<file path="src/rtl/exe_unit_pkg.sv">
// Shared types and constants for the exe_unit_seq execution unit.
package exe_unit_pkg;

  typedef enum logic [2:0] {
    OP_ADD = 3'b000,
    OP_SUB = 3'b001,
    OP_AND = 3'b010,
    OP_OR  = 3'b011,
    OP_XOR = 3'b100,
    OP_SHL = 3'b101,
    OP_MUL = 3'b110,
    OP_ILL = 3'b111
  } oper_t;

  typedef enum logic [1:0] {
    IDLE = 2'd0,
    CALC = 2'd1,
    DONE = 2'd2
  } state_t;

  // Bit positions inside the {V, C, N, Z} status nibble
  localparam int unsigned ST_Z = 0;
  localparam int unsigned ST_N = 1;
  localparam int unsigned ST_C = 2;
  localparam int unsigned ST_V = 3;

  function automatic logic [3:0] pack_status(input logic v, input logic c,
                                             input logic n, input logic z);
    logic [3:0] st;
    st       = '0;
    st[ST_V] = v;
    st[ST_C] = c;
    st[ST_N] = n;
    st[ST_Z] = z;
    return st;
  endfunction

endpackage

</file>
<file path="src/rtl/exe_unit_seq_if.sv">
// Input (operation) and output (result) valid/ready channels of exe_unit_seq.
// master = operand/decode + writeback side, slave = the execution unit.
interface exe_unit_seq_if #(
  parameter int unsigned ARG_BITS = 8
);
  logic                i_valid;
  logic                o_ready;
  logic [2:0]          i_oper;
  logic [ARG_BITS-1:0] i_argA;
  logic [ARG_BITS-1:0] i_argB;
  logic                o_valid;
  logic                i_ready;
  logic [ARG_BITS-1:0] o_result;
  logic [3:0]          o_status;
  logic                o_err;

  modport master (
    output i_valid, i_oper, i_argA, i_argB, i_ready,
    input  o_ready, o_valid, o_result, o_status, o_err
  );

  modport slave (
    input  i_valid, i_oper, i_argA, i_argB, i_ready,
    output o_ready, o_valid, o_result, o_status, o_err
  );
endinterface

</file>
<file path="src/rtl/exe_mul_seq.sv">
// Shift-add unsigned multiplier, ARG_BITS cycles from start to done.
// Only built when EXE_MUL_EN is defined.
`ifdef EXE_MUL_EN
module exe_mul_seq #(
  parameter int unsigned ARG_BITS = 8
) (
  input  logic                  i_clk,
  input  logic                  i_rst,
  input  logic                  start,
  input  logic [ARG_BITS-1:0]   a,
  input  logic [ARG_BITS-1:0]   b,
  output logic                  done,
  output logic [2*ARG_BITS-1:0] product
);
  localparam int unsigned CNT_W = $clog2(ARG_BITS);

  logic [2*ARG_BITS-1:0] acc;
  logic [2*ARG_BITS-1:0] mcand;
  logic [ARG_BITS-1:0]   mplier;
  logic [CNT_W-1:0]      cnt;

  // The start edge already folds in partial product 0, so ARG_BITS-1
  // further steps complete the product and done pulses on the last one.
  always_ff @(posedge i_clk or posedge i_rst) begin
    if (i_rst) begin
      acc    <= '0;
      mcand  <= '0;
      mplier <= '0;
      cnt    <= '0;
      done   <= 1'b0;
    end else if (start) begin
      acc    <= b[0] ? {{ARG_BITS{1'b0}}, a} : '0;
      mcand  <= {{ARG_BITS{1'b0}}, a} << 1;
      mplier <= b >> 1;
      cnt    <= CNT_W'(ARG_BITS - 1);
      done   <= 1'b0;
    end else if (cnt != '0) begin
      if (mplier[0]) acc <= acc + mcand;
      mcand  <= mcand << 1;
      mplier <= mplier >> 1;
      cnt    <= cnt - CNT_W'(1);
      done   <= (cnt == CNT_W'(1));
    end else begin
      done   <= 1'b0;
    end
  end

  assign product = acc;
endmodule
`endif

</file>
<file path="src/rtl/exe_unit_seq.sv">
// Handshaked execution unit: single-cycle ALU ops plus optional sequential
// multiply. Build option: define EXE_MUL_EN to enable opcode 110 (MUL);
// otherwise 110 is reported as illegal.
module exe_unit_seq
  import exe_unit_pkg::*;
#(
  parameter int unsigned ARG_BITS = 8
) (
  input  logic           i_clk,
  input  logic           i_rst,
  exe_unit_seq_if.slave  bus
);
  localparam int unsigned MSB     = ARG_BITS - 1;
  localparam int unsigned SH_BITS = $clog2(ARG_BITS);

  state_t              state_q, state_d;
  logic                accept;
  logic                is_mul;
  logic [ARG_BITS-1:0] a, b;

  logic [ARG_BITS:0]   sum;
  logic [ARG_BITS-1:0] diff;
  logic [ARG_BITS:0]   shl;
  logic [ARG_BITS-1:0] alu_res;
  logic                alu_c, alu_v, alu_err;
  logic [3:0]          alu_status;

  logic [ARG_BITS-1:0] result_q;
  logic [3:0]          status_q;
  logic                err_q;

  assign a = bus.i_argA;
  assign b = bus.i_argB;

  assign bus.o_ready = !i_rst && ((state_q == IDLE) || (state_q == DONE && bus.i_ready));
  assign bus.o_valid = (state_q == DONE);
  assign accept      = bus.i_valid && bus.o_ready;

`ifdef EXE_MUL_EN
  logic                  mul_done;
  logic [2*ARG_BITS-1:0] mul_product;
  logic [ARG_BITS-1:0]   mul_res;
  logic [3:0]            mul_status;

  assign is_mul = (bus.i_oper == OP_MUL);

  exe_mul_seq #(.ARG_BITS(ARG_BITS)) u_mul (
    .i_clk   (i_clk),
    .i_rst   (i_rst),
    .start   (accept && is_mul),
    .a       (a),
    .b       (b),
    .done    (mul_done),
    .product (mul_product)
  );

  assign mul_res    = mul_product[ARG_BITS-1:0];
  assign mul_status = pack_status(|mul_product[2*ARG_BITS-1:ARG_BITS], 1'b0,
                                  mul_res[MSB], mul_res == '0);
`else
  assign is_mul = 1'b0;
`endif

  // Single-cycle ALU evaluated straight off the input channel
  always_comb begin
    alu_res = '0;
    alu_c   = 1'b0;
    alu_v   = 1'b0;
    alu_err = 1'b0;
    sum     = {1'b0, a} + {1'b0, b};
    diff    = a - b;
    // Bit ARG_BITS of the widened shift is the last bit pushed out of A
    shl     = {1'b0, a} << b[SH_BITS-1:0];
    case (bus.i_oper)
      OP_ADD: begin
        alu_res = sum[ARG_BITS-1:0];
        alu_c   = sum[ARG_BITS];
        alu_v   = (a[MSB] == b[MSB]) && (sum[MSB] != a[MSB]);
      end
      OP_SUB: begin
        alu_res = diff;
        alu_c   = (a < b);
        alu_v   = (a[MSB] != b[MSB]) && (diff[MSB] != a[MSB]);
      end
      OP_AND: alu_res = a & b;
      OP_OR:  alu_res = a | b;
      OP_XOR: alu_res = a ^ b;
      OP_SHL: begin
        alu_res = shl[ARG_BITS-1:0];
        alu_c   = shl[ARG_BITS];
      end
      default: alu_err = 1'b1;
    endcase
    alu_status = alu_err ? 4'b0000
                         : pack_status(alu_v, alu_c, alu_res[MSB], alu_res == '0);
  end

  // State register
  always_ff @(posedge i_clk or posedge i_rst) begin
    if (i_rst) state_q <= IDLE;
    else       state_q <= state_d;
  end

  // Next-state logic
  always_comb begin
    state_d = state_q;
    case (state_q)
      IDLE: begin
        if (accept) state_d = is_mul ? CALC : DONE;
      end
      CALC: begin
`ifdef EXE_MUL_EN
        if (mul_done) state_d = DONE;
`else
        state_d = IDLE;
`endif
      end
      DONE: begin
        if (accept)           state_d = is_mul ? CALC : DONE;
        else if (bus.i_ready) state_d = IDLE;
      end
      default: state_d = IDLE;
    endcase
  end

  // Result registers: ALU results load on the accepting edge, products on completion
  always_ff @(posedge i_clk or posedge i_rst) begin
    if (i_rst) begin
      result_q <= '0;
      status_q <= '0;
      err_q    <= 1'b0;
    end else if (accept && !is_mul) begin
      result_q <= alu_err ? '0 : alu_res;
      status_q <= alu_status;
      err_q    <= alu_err;
    end
`ifdef EXE_MUL_EN
    else if (state_q == CALC && mul_done) begin
      result_q <= mul_res;
      status_q <= mul_status;
      err_q    <= 1'b0;
    end
`endif
  end

  assign bus.o_result = result_q;
  assign bus.o_status = status_q;
  assign bus.o_err    = err_q;

endmodule
</file>
<file path="src/flat_wrapper.sv">
// flat-port wrapper written by rule: the top's interface ports become plain ports
module exe_unit_seq_flat import exe_unit_pkg::*;
#(
  parameter int unsigned ARG_BITS = 8
)
  (i_clk, i_rst, bus_i_valid, bus_i_oper, bus_i_argA, bus_i_argB, bus_i_ready, bus_o_ready, bus_o_valid, bus_o_result, bus_o_status, bus_o_err);
  exe_unit_seq_if #(.ARG_BITS(ARG_BITS)) bus_i ();
  input  logic i_clk;
  input  logic i_rst;
  input wire logic [$bits(bus_i.i_valid)-1:0] bus_i_valid;
  input wire logic [$bits(bus_i.i_oper)-1:0] bus_i_oper;
  input wire logic [$bits(bus_i.i_argA)-1:0] bus_i_argA;
  input wire logic [$bits(bus_i.i_argB)-1:0] bus_i_argB;
  input wire logic [$bits(bus_i.i_ready)-1:0] bus_i_ready;
  output wire logic [$bits(bus_i.o_ready)-1:0] bus_o_ready;
  output wire logic [$bits(bus_i.o_valid)-1:0] bus_o_valid;
  output wire logic [$bits(bus_i.o_result)-1:0] bus_o_result;
  output wire logic [$bits(bus_i.o_status)-1:0] bus_o_status;
  output wire logic [$bits(bus_i.o_err)-1:0] bus_o_err;
  assign bus_i.i_valid = bus_i_valid;
  assign bus_i.i_oper = bus_i_oper;
  assign bus_i.i_argA = bus_i_argA;
  assign bus_i.i_argB = bus_i_argB;
  assign bus_i.i_ready = bus_i_ready;
  assign bus_o_ready = bus_i.o_ready;
  assign bus_o_valid = bus_i.o_valid;
  assign bus_o_result = bus_i.o_result;
  assign bus_o_status = bus_i.o_status;
  assign bus_o_err = bus_i.o_err;
  exe_unit_seq #(.ARG_BITS(ARG_BITS)) u_core (.i_clk(i_clk), .i_rst(i_rst), .bus(bus_i));
endmodule
</file>
<file path="config.mk">
export PLATFORM = sky130hd
export DESIGN_NAME = exe_unit_seq_flat
export DESIGN_NICKNAME = d
export VERILOG_FILES = /design/src/rtl/exe_unit_pkg.sv /design/src/rtl/exe_unit_seq_if.sv /design/src/rtl/exe_mul_seq.sv /design/src/rtl/exe_unit_seq.sv /design/src/flat_wrapper.sv
export SDC_FILE = /design/constraint.sdc
export NUM_CORES = 1
export LEC_CHECK = 0
export ABC_CLOCK_PERIOD_IN_PS = 2300
export CAP_MARGIN = 30
export CORE_MARGIN = 5
export CORE_UTILIZATION = 50
export CTS_BUF_LIST = sky130_fd_sc_hd__clkbuf_8
export DETAILED_ROUTE_END_ITERATION = 8
export PLACE_DENSITY_LB_ADDON = 0.15
export SYNTH_ARGS = -nofsm -noshare
export SYNTH_HDL_FRONTEND = slang
export SYNTH_SLANG_ARGS = --single-unit
</file>
<file path="constraint.sdc">
create_clock -name i_clk -period 2.3 [get_ports i_clk]
set_clock_uncertainty 0.05 [all_clocks]
set_input_delay 0.345 -clock i_clk [delete_from_list [all_inputs] [get_ports i_clk]]
set_output_delay 0.345 -clock i_clk [all_outputs]
set_load 0.01 [all_outputs]
</file>
---- Word level (Yosys, flattened, before mapping) ----
Cells that the tools add are included.
operators by class
  $add $sub $neg .......................... 2
  magnitude comparators ................... 1
  equality and inequality tests ........... 12
  shift-type cells ........................ 1
  mux-type cells .......................... 10
  bitwise operators ....................... 3
  reductions and logical operators ........ 12
operators by type and width
  kind                                                   number
  one-hot mux 8 bit (6 select lines)                     1
  adder 8 x 8 -> 9 bit                                   1
  << shifter 8 x 3 -> 9 bit                              1
  AND 8 bit                                              1
  logical NOT 8 bit                                      1
  less-than comparator 8 bit                             1
  2-to-1 mux 8 bit                                       1
  bitwise OR 8 bit                                       1
  subtractor 8 bit                                       1
  bitwise XOR 8 bit                                      1
  equality test 3 x 2 -> 1 bit, second input constant    2
  equality test 3 bit, second input constant             2
  2-to-1 mux 2 bit                                       3
  OR reduction 6 bit                                     1
  logical AND 1 bit                                      5
  2-to-1 mux 4 bit                                       1
  one-hot mux 2 bit (2 select lines)                     1
  equality test 3 x 1 -> 1 bit, second input constant    1
  logical NOT 3 bit                                      1
  inequality test 1 bit                                  3
  inequality test 3 x 2 -> 1 bit, second input constant  1
  one-hot mux 1 bit (3 select lines)                     1
  equality test 2 bit, second input constant             1
  logical NOT 2 bit                                      1
  7 further kinds                                        7
word-level totals
  bits in registers ....................... 15
  output and inout bits ................... 15
  word-level logic and storage cells ...... 45

---- Longest topological paths before layout ----
Gate-level depths: netlist (run 1).
  depth in word-level cells ............... 7
  gate-level depth with buffers ........... 11
  mapped depth without buffers ............ 11

---- Worst setup path before layout (run 1) ----
OpenSTA, ideal clock, no wires.
  kind .................................... in2reg
  start ................................... input bus_i_argB[1]
  end ..................................... register u_core.status_q[0] (netlist: u_core.bus.o_status[0])
  setup time .............................. 103 ps
  data arrival time ....................... 2,589 ps
  data required time ...................... 2,147 ps
  slack ................................... -442 ps
  stages on the path ...................... 9
  buffers on the path ..................... 2
  path through ............................ clkbuf_1 buf_4 inv_1 ha_1 a211o_1 a21oi_1 nor3_1 or4_4 o41ai_2
between the ends
  longest elaborated chain between the ends .. 4
  elaborated cells between the ends (all ways) .. 9
ends and longest elaborated chain
  element                                         RTL line             text
  from (decl)                                     flat_wrapper.sv:13   input wire logic [$bits(bus_i.i_argB)-1:0] bus_i_argB;
  subtractor 8 bit, or another cell as far along  exe_unit_seq.sv:71   diff = a - b;
  one-hot mux 8 bit (6 select lines) (*)          exe_unit_seq.sv:74   case (bus.i_oper)
  logical NOT 8 bit (*)                           exe_unit_seq.sv:95   : pack_status(alu_v, alu_c, alu_res[MSB], alu_res == '0);
  2-to-1 mux 4 bit (*)                            exe_unit_seq.sv:94   alu_status = alu_err ? 4'b0000
  to (signal assigned)                            exe_unit_seq.sv:134  status_q <= alu_status;
  to (decl)                                       exe_unit_seq.sv:29   logic [3:0] status_q;
Every way passes the cells marked *; elsewhere a longest branch is shown, timed or not.
A chain may end at the register's enable or synchronous reset.

---- Final worst setup path (run 1) ----
  start ................................... input bus_i_argB[0]
  end ..................................... register u_core.status_q[0] (netlist: u_core.bus.o_status[0])
Same word-level chain as after synthesis.

==> metrics.txt, run 1 <==
status=completed; top cell type's share of synthesized area=0.165; ys flop type=dfrtp_1; Finished Layout Cells=between 400 and 500; WL final=about 7.6 mm; # IOs=38; Slew Limit Fails=0; clock network power share=0.159; FFs w/ async S/R, synth=1.00; Num CTS Buffers=3; WL/cell=between 15 and 20 µm; mux cell area share after synthesis=0.0659; Die Ht=roughly 73 µm; htree depth=1; slowest cell on the critical path=fa_2; Unique masters post-synth=between 50 and 60; top-count cell post-synth=ha_1; Setup CP Type=input port to register; layout cell share with drive strength beyond 1=0.453; CTS root buf=clkbuf_8; drt drc=0; compound-gate portion of the synthesized area=0.283; number of global-route vias before repair=2,442; synthesis-stage register bit count=13; critical path buffer and inverter count=3; core area=between 0.003 and 0.004 mm²; number of synthesized flops with an enable pin=0; Mapped Area=0.00197 mm²; worst-path maximum fanout=3; critical path's top delay family=compound AO/OA/AOI/OAI gates; largest family of logic cells by synthesized area=compound AO/OA/AOI/OAI gates; register area share after synthesis=0.165; Clock Path Buffers=2; simple-gate share of the synthesized area=0.183; routability cong.=1.02; synth warn=0; Post-Route M1 WL=2.98 mm; Synth Area in Adders=0.179; P per Cell Area=384 mW/mm²; area grow syn2layout=70.8%; worst path cell trace=buf_8 > buf_6 > ha_4 > inv_2 > fa_2 > o21ai_2 > o22ai_1 > a222oi_1 > and3_1 > nand4_1 > o41ai_2; DR top layer=met4; Psw=a little under 0.5 mW; via count=roughly 2,500; Post-Syn Nets=just over 300; Hold Path Class=input port to asynchronous set/reset pin; fillers=approximately 180; max incr delay on CP=0.43 ns; LEAKAGE=between 1.5 and 2 nW; most frequent cells after synthesis=ha_1, inv_1, nand2_1; maximum vdd drop=between 0.0004 and 0.0005 V; Final #Nets=~420; Synth Instances=around 250; Worst Path Arrival=roughly 2.4 ns; setup TNS=0 ns; Post-DRT Antenna Nets=0; Seq pwr share=0.221; largest net degree at the start of global routing=16; top post-synthesis cells by area=dfrtp_1, ha_1, a21oi_1; Reg clk slew, reported paths=0.06 ns; Post-Synth XOR/XNOR Area=0.0355; GR Overflow Total=0; Switching Share=0.374; Period minus WS final=2.27 ns; hpwl dp=approximately 5.5 mm; Hold WS=0.433 ns; Peak Freq=between 400 and 500 MHz; internal power=a little over 0.8 mW; Rows=22; drt first pass iters=6; initial DRC count=~290; Setup violations, final=0; MaxCap Viol Count=0; worst slew pin tran=0.494 ns; Die X=around 73 µm; Worst-Skew Late Latency=0.25 ns; CP endpoint kind=register; Comb power frac=0.620; diodes inserted=0; DR WL met2=between 3 and 4 mm; final period utilization=0.988; global-route wire length before repair=~11 mm; port bufs=37; Required @ worst endpoint=approximately 2.4 ns; met3 WL=564 µm; initial core utilization=0.527; Slew headroom=0.667; register area=325 µm²; antenna violations before repair=0; via density per instance=between 5 and 6; CTS tree=built; Post-Place Cells=~400; Hold Violations, Final=0; syn_area_per_cell=a little under 8 µm²; Final Util=0.901; global-route usage over all layers=0.267; RSZ-0062 raised after global routing=yes; die area=roughly 0.0053 mm²; Synth area leader=dfrtp_1; total chip power=1.30 mW; CP startpoint kind=input port; clock sink count=13; multi-input gate area in the final layout=0.00175 mm²
## timing repair
action | in CTS | in global routing
setup endpoints to repair | 10 | 6
pin swaps | 16 | 21
hold buffers | 0 | 0
buffers inserted | 7 | 3
hold endpoints to repair | 0 | 0
gates resized for setup | 53 | 42
## metrics by stage
stage	setup slack [ns]	area, µm²
2_1_floorplan	-0.189	2070
3_3_place_gp	-0.743	3060
3_5_place_dp	-0.851	3060
4_1_cts	-0.0335	3260
5_1_grt	-0.0150	3370
6_report	0.0273	3370
## cells by family (layout without fill, tap and decap cells)
| kind of cell | after synthesis | in the layout |
|---|---|---|
| AO/OA/AOI/OAI | 80 | 80 |
| AND/OR/NAND/NOR | 74 | 74 |
| buffers and inverters | 40 | 161 |
| adder cells (fa/ha/maj) | 27 | 27 |
| flip-flops | 13 | 13 |
| multiplexers | 10 | 10 |
| XOR/XNOR | 8 | 8 |
## path summary, 6_finish.rpt
kind,slack (ns),start,end,cells after the start
hold reg to reg,0.44,u_core.bus.o_result[2]$_DFFE_PP0P_,u_core.bus.o_result[2]$_DFFE_PP0P_,2
setup reg to reg,0.58,u_core.state_q[1]$_DFFE_PP0P_,u_core.bus.o_status[2]$_DFFE_PP0P_,7
setup / recovery,0.03,bus_i_argB[0],u_core.bus.o_status[0]$_DFFE_PP0P_,11
max in group asynchronous,1.60,i_rst,u_core.bus.o_result[5]$_DFFE_PP0P_,3
hold / removal,0.43,i_rst,u_core.bus.o_result[2]$_DFFE_PP0P_,3
min in group i_clk,0.44,u_core.bus.o_result[2]$_DFFE_PP0P_,u_core.bus.o_result[2]$_DFFE_PP0P_,2
## cell type report
| cell class | count | share of cell area |
|---|---|---|
| Clock buffer | 3 | 0.0122 |
| Tap cell | 48 | 0.0178 |
| Clock inverter | 1 | 0.00111 |
| Inverter | 26 | 0.0315 |
| Multi-Input combinational cell | 199 | 0.518 |
| Sequential cell | 13 | 0.0964 |
| Timing Repair Buffer | 131 | 0.323 |
## cell usage in the layout, fill, tap and decap left out, types with 4 or more instances in the layout
cell type | netlist | layout
a21oi_1 | 20 | 17
and3_1 | 6 | 6
buf_4 | 4 | 91
clkbuf_2 | 0 | 5
clkdlybuf4s50_1 | 0 | 22
dfrtp_1 | 13 | 13
dlymetal6s2s_1 | 0 | 4
ha_1 | 25 | 13
ha_2 | 0 | 4
ha_4 | 0 | 8
inv_1 | 24 | 10
inv_2 | 2 | 14
mux2i_1 | 7 | 7
nand2_1 | 22 | 22
nand3_1 | 6 | 6
nor2_1 | 19 | 17
nor3_1 | 5 | 4
o211ai_1 | 4 | 4
o21ai_0 | 13 | 11
o21ai_2 | 0 | 4
xnor2_1 | 5 | 5
## tightest hold or removal path, stage by stage
cell and delay, ns:
clkdlybuf4s50_1 0.39, inv_1 0.11, buf_4 0.24
## power groups by stage
| stage | clock, mW | combinational [mW] | sequential (mW) |
|---|---|---|---|
| after floorplan | 0 | 0.340 | 0.306 |
| after global placement | 0 | 0.686 | 0.288 |
| after detailed placement | 0 | 0.701 | 0.290 |
| after CTS | 0.207 | 0.744 | 0.286 |
| after global routing | 0.217 | 0.855 | 0.292 |
| final | 0.206 | 0.803 | 0.287 |
## per-layer routing
metal  vias to the layer above  global-route usage
li1                       1153                   -
met5                         -                   0
met4                         0               0.109
met3                        26              0.0427
met1                      1170               0.329
met2                       142               0.459
## flip-flops by register name, indices dropped and copies added (netlist names)
signal and count:
u_core.bus.o_err 1, u_core.bus.o_result 7, u_core.bus.o_status 4, u_core.state_q 1
No activity file was read; power rests on OpenSTA's default activity.
==> run 2, diff against run 1 <==
--- a/config.mk
+++ b/config.mk
@@ -7,6 +7,7 @@
 export LEC_CHECK = 0
 export ABC_CLOCK_PERIOD_IN_PS = 2300
 export CAP_MARGIN = 30
+export CORE_ASPECT_RATIO = 1.75
 export CORE_MARGIN = 5
 export CORE_UTILIZATION = 50
 export CTS_BUF_LIST = sky130_fd_sc_hd__clkbuf_8
==> run 2 against run 1 <==
  * The run now ends with negative setup slack left
  * Critical path depth unchanged
  * Sequential power about the same
  * Global-route usage up 4.7 points
  * Die area up 0.93%
  * Critical endpoint unchanged
==> metrics.txt, run 2 (synthesis results as in run 1) <==
Period minus WS final=2.48 ns (+0.208 ns); WL/cell=21.2 µm (+18%); LEAKAGE=1.63 nW (-0.27%); drt drc=0 (unchanged); global-route wire length before repair=13.0 mm (+18%); internal power=0.809 mW (-0.19%); critical path's top delay family=compound AO/OA/AOI/OAI gates; die area=0.00535 mm² (+0.93%); WL final=8.94 mm (+18%); global-route usage over all layers=0.313 (+0.0467); Peak Freq=403 MHz (-8.4%); Slew headroom=0.633 (-0.0341); initial core utilization=0.511 (-0.0167); failing checks=negative setup slack; via count=2,690 (+8.0%); critical path buffer and inverter count=3 (unchanged); Clock Path Buffers=2 (unchanged); reg-to-reg critical path startpoint=u_core.state_q[1]$_DFFE_PP0P_; # IOs=38 (unchanged); setup TNS=-0.257 ns (-0.257 ns); hpwl dp=5.43 mm (-1.1%); number of flip-flops under the largest register name=7 (unchanged); port bufs=37 (unchanged); Slew Limit Fails=0 (unchanged); antenna violations before repair=0 (unchanged); clock sink count=13 (unchanged); routability cong.=0.966 (-5.3%); layout cell share with drive strength beyond 1=0.442 (-0.0107); final period utilization=1.08 (+0.0903); worst-path maximum fanout=2 (-1); total chip power=1.31 mW (+0.74%); drt first pass iters=4 (-2); Switching Share=0.380 (+0.00578); cts hold-fix bufs=0 (unchanged); Die Ht=93.1 µm (+28%); Comb power frac=0.633 (+0.013); fillers=199 (+11%); number of global-route vias before repair=2,793 (+14%); CP endpoint kind=register; slowest cell on the critical path=fa_2; Post-DRT Antenna Nets=0 (unchanged); RSZ-0062 raised after global routing=yes; Rows=30 (+36%); Reg clk slew, reported paths=0.05 ns (about the same); most common library cell in the layout ignoring fill and taps=buf_4; clock network power share=0.146 (-0.013); Seq pwr share=0.220 (about the same); status=finished, violations left; P per Cell Area=383 mW/mm² (-0.15%); area grow syn2layout=72.4%; initial DRC count=205 (-29%); CTS tree=built; most frequent cells in the layout=buf_4, clkdlybuf4s50_1, nand2_1, nor2_1, a21oi_1; R2R cell count=7 (unchanged); max incr delay on CP=0.46 ns (+0.03 ns); Setup CP Type=input port to register; Critical Path Stages=11 (unchanged); MaxCap Viol Count=0 (unchanged); htree depth=1 (unchanged); Required @ worst endpoint=2.39 ns (about the same); Num CTS Buffers=3 (unchanged); Hold Path Class=input port to asynchronous set/reset pin; Final #Nets=424 (unchanged); Setup violations, final=2 (+2); Psw=0.496 mW (+2.3%); RR Endpoint=u_core.bus.o_status[0]$_DFFE_PP0P_; largest net degree at the start of global routing=17 (+1); Hold Violations, Final=0 (unchanged); CTS root buf=clkbuf_8; R2R Setup Slk=0.62 ns (+0.04 ns); CP startpoint kind=input port; Worst Path Arrival=2.57 ns (+0.20 ns); worst path cell trace=buf_8 > buf_6 > ha_4 > inv_2 > fa_2 > o21ai_2 > o22ai_2 > a222oi_1 > and3_1 > nand4_1 > o41ai_2; GR Overflow Total=0 (unchanged); diodes inserted=0 (unchanged); Die X=57.5 µm (-21%); core area=0.00387 mm² (+3.3%); Worst Setup Slack, final=-0.180 ns (-0.208 ns); Worst-Skew Late Latency=0.23 ns (-0.02 ns); worst slew pin tran=0.544 ns (+0.0506 ns); maximum vdd drop=0.000324 V (-22%); via density per instance=6.39 (+8.0%)
## run 2: cell types whose count changed in the layout (fill, tap and decap cells not counted), moves of 2 or more
cell	previous run	this run
ha_2	4	1
nand2b_1	3	5
buf_6	3	5
inv_4	2	0
ha_1	13	15
clkdlybuf4s15_2	0	2
clkbuf_2	5	1
buf_4	91	87
inv_2	14	16
buf_2	0	3
nand2b_4	3	1
buf_12	1	3
clkdlybuf4s50_1	22	24
dlygate4sd2_1	3	1
## run 2: worst max-delay path by stage
stage                        from                            endpoint
floorplan           bus_i_argB[1]  u_core.bus.o_status[0]$_DFFE_PP0P_
global placement    bus_i_argA[0]  u_core.bus.o_status[0]$_DFFE_PP0P_
detailed placement  bus_i_argA[0]  u_core.bus.o_status[0]$_DFFE_PP0P_
CTS                 bus_i_argB[0]  u_core.bus.o_status[0]$_DFFE_PP0P_
global route        bus_i_argB[0]  u_core.bus.o_status[0]$_DFFE_PP0P_
finish              bus_i_argB[0]  u_core.bus.o_status[0]$_DFFE_PP0P_
## run 2: worst min-delay path, stage by stage
cell	delay, ns
clkdlybuf4s50_1	0.40
inv_1	0.07
buf_4	0.21
## run 2: metal layers
layer | share of wire | up-vias | routed length [µm] | global-route usage
met5 | 0 | - | 0 | 0
met4 | 0.096 | 0 | 860 | 0.253
met3 | 0.071 | 87 | 638 | 0.0414
met2 | 0.51 | 200 | 4570 | 0.562
met1 | 0.32 | 1252 | 2870 | 0.307
li1 | - | 1151 | - | -
## run 2: timing repair
item                       4_1_cts  5_1_grt
buffers inserted                11        1
gates resized for setup         67       22
pin swaps                       20       13
setup endpoints to repair       10        6
## run 2: final cells by class
class	count	area (µm²)	area share
multi-input combinational	199	1750	0.514
tap	48	60.1	0.0176
sequential	13	325	0.0956
inverter	26	101	0.0298
clock buffer	3	41.3	0.0121
clock inverter	1	3.75	0.00110
timing repair buffer	131	1120	0.330
## run 2: power by group through the flow
| stage | registers (mW) | clock network (mW) | logic, mW |
|---|---|---|---|
| floorplan | 0.306 | 0 | 0.340 |
| global placement | 0.288 | 0 | 0.683 |
| detailed placement | 0.290 | 0 | 0.696 |
| CTS | 0.286 | 0.193 | 0.745 |
| global route | 0.293 | 0.204 | 0.872 |
| finish | 0.288 | 0.191 | 0.826 |
## run 2: per-stage QoR
stage | hold WS [ns] | std cells | util | instance area (µm²) | setup slack, ns
after floorplan | 0.177 | 252 | - | 2070 | -0.189
after global placement | 0.414 | 409 | 0.797 | 3080 | -0.711
after detailed placement | 0.420 | 409 | 0.797 | 3080 | -0.805
after CTS | 0.371 | 422 | 0.861 | 3330 | -0.125
after global routing | 0.411 | 421 | 0.880 | 3400 | -0.260
final | 0.387 | 421 | 0.880 | 3400 | -0.180
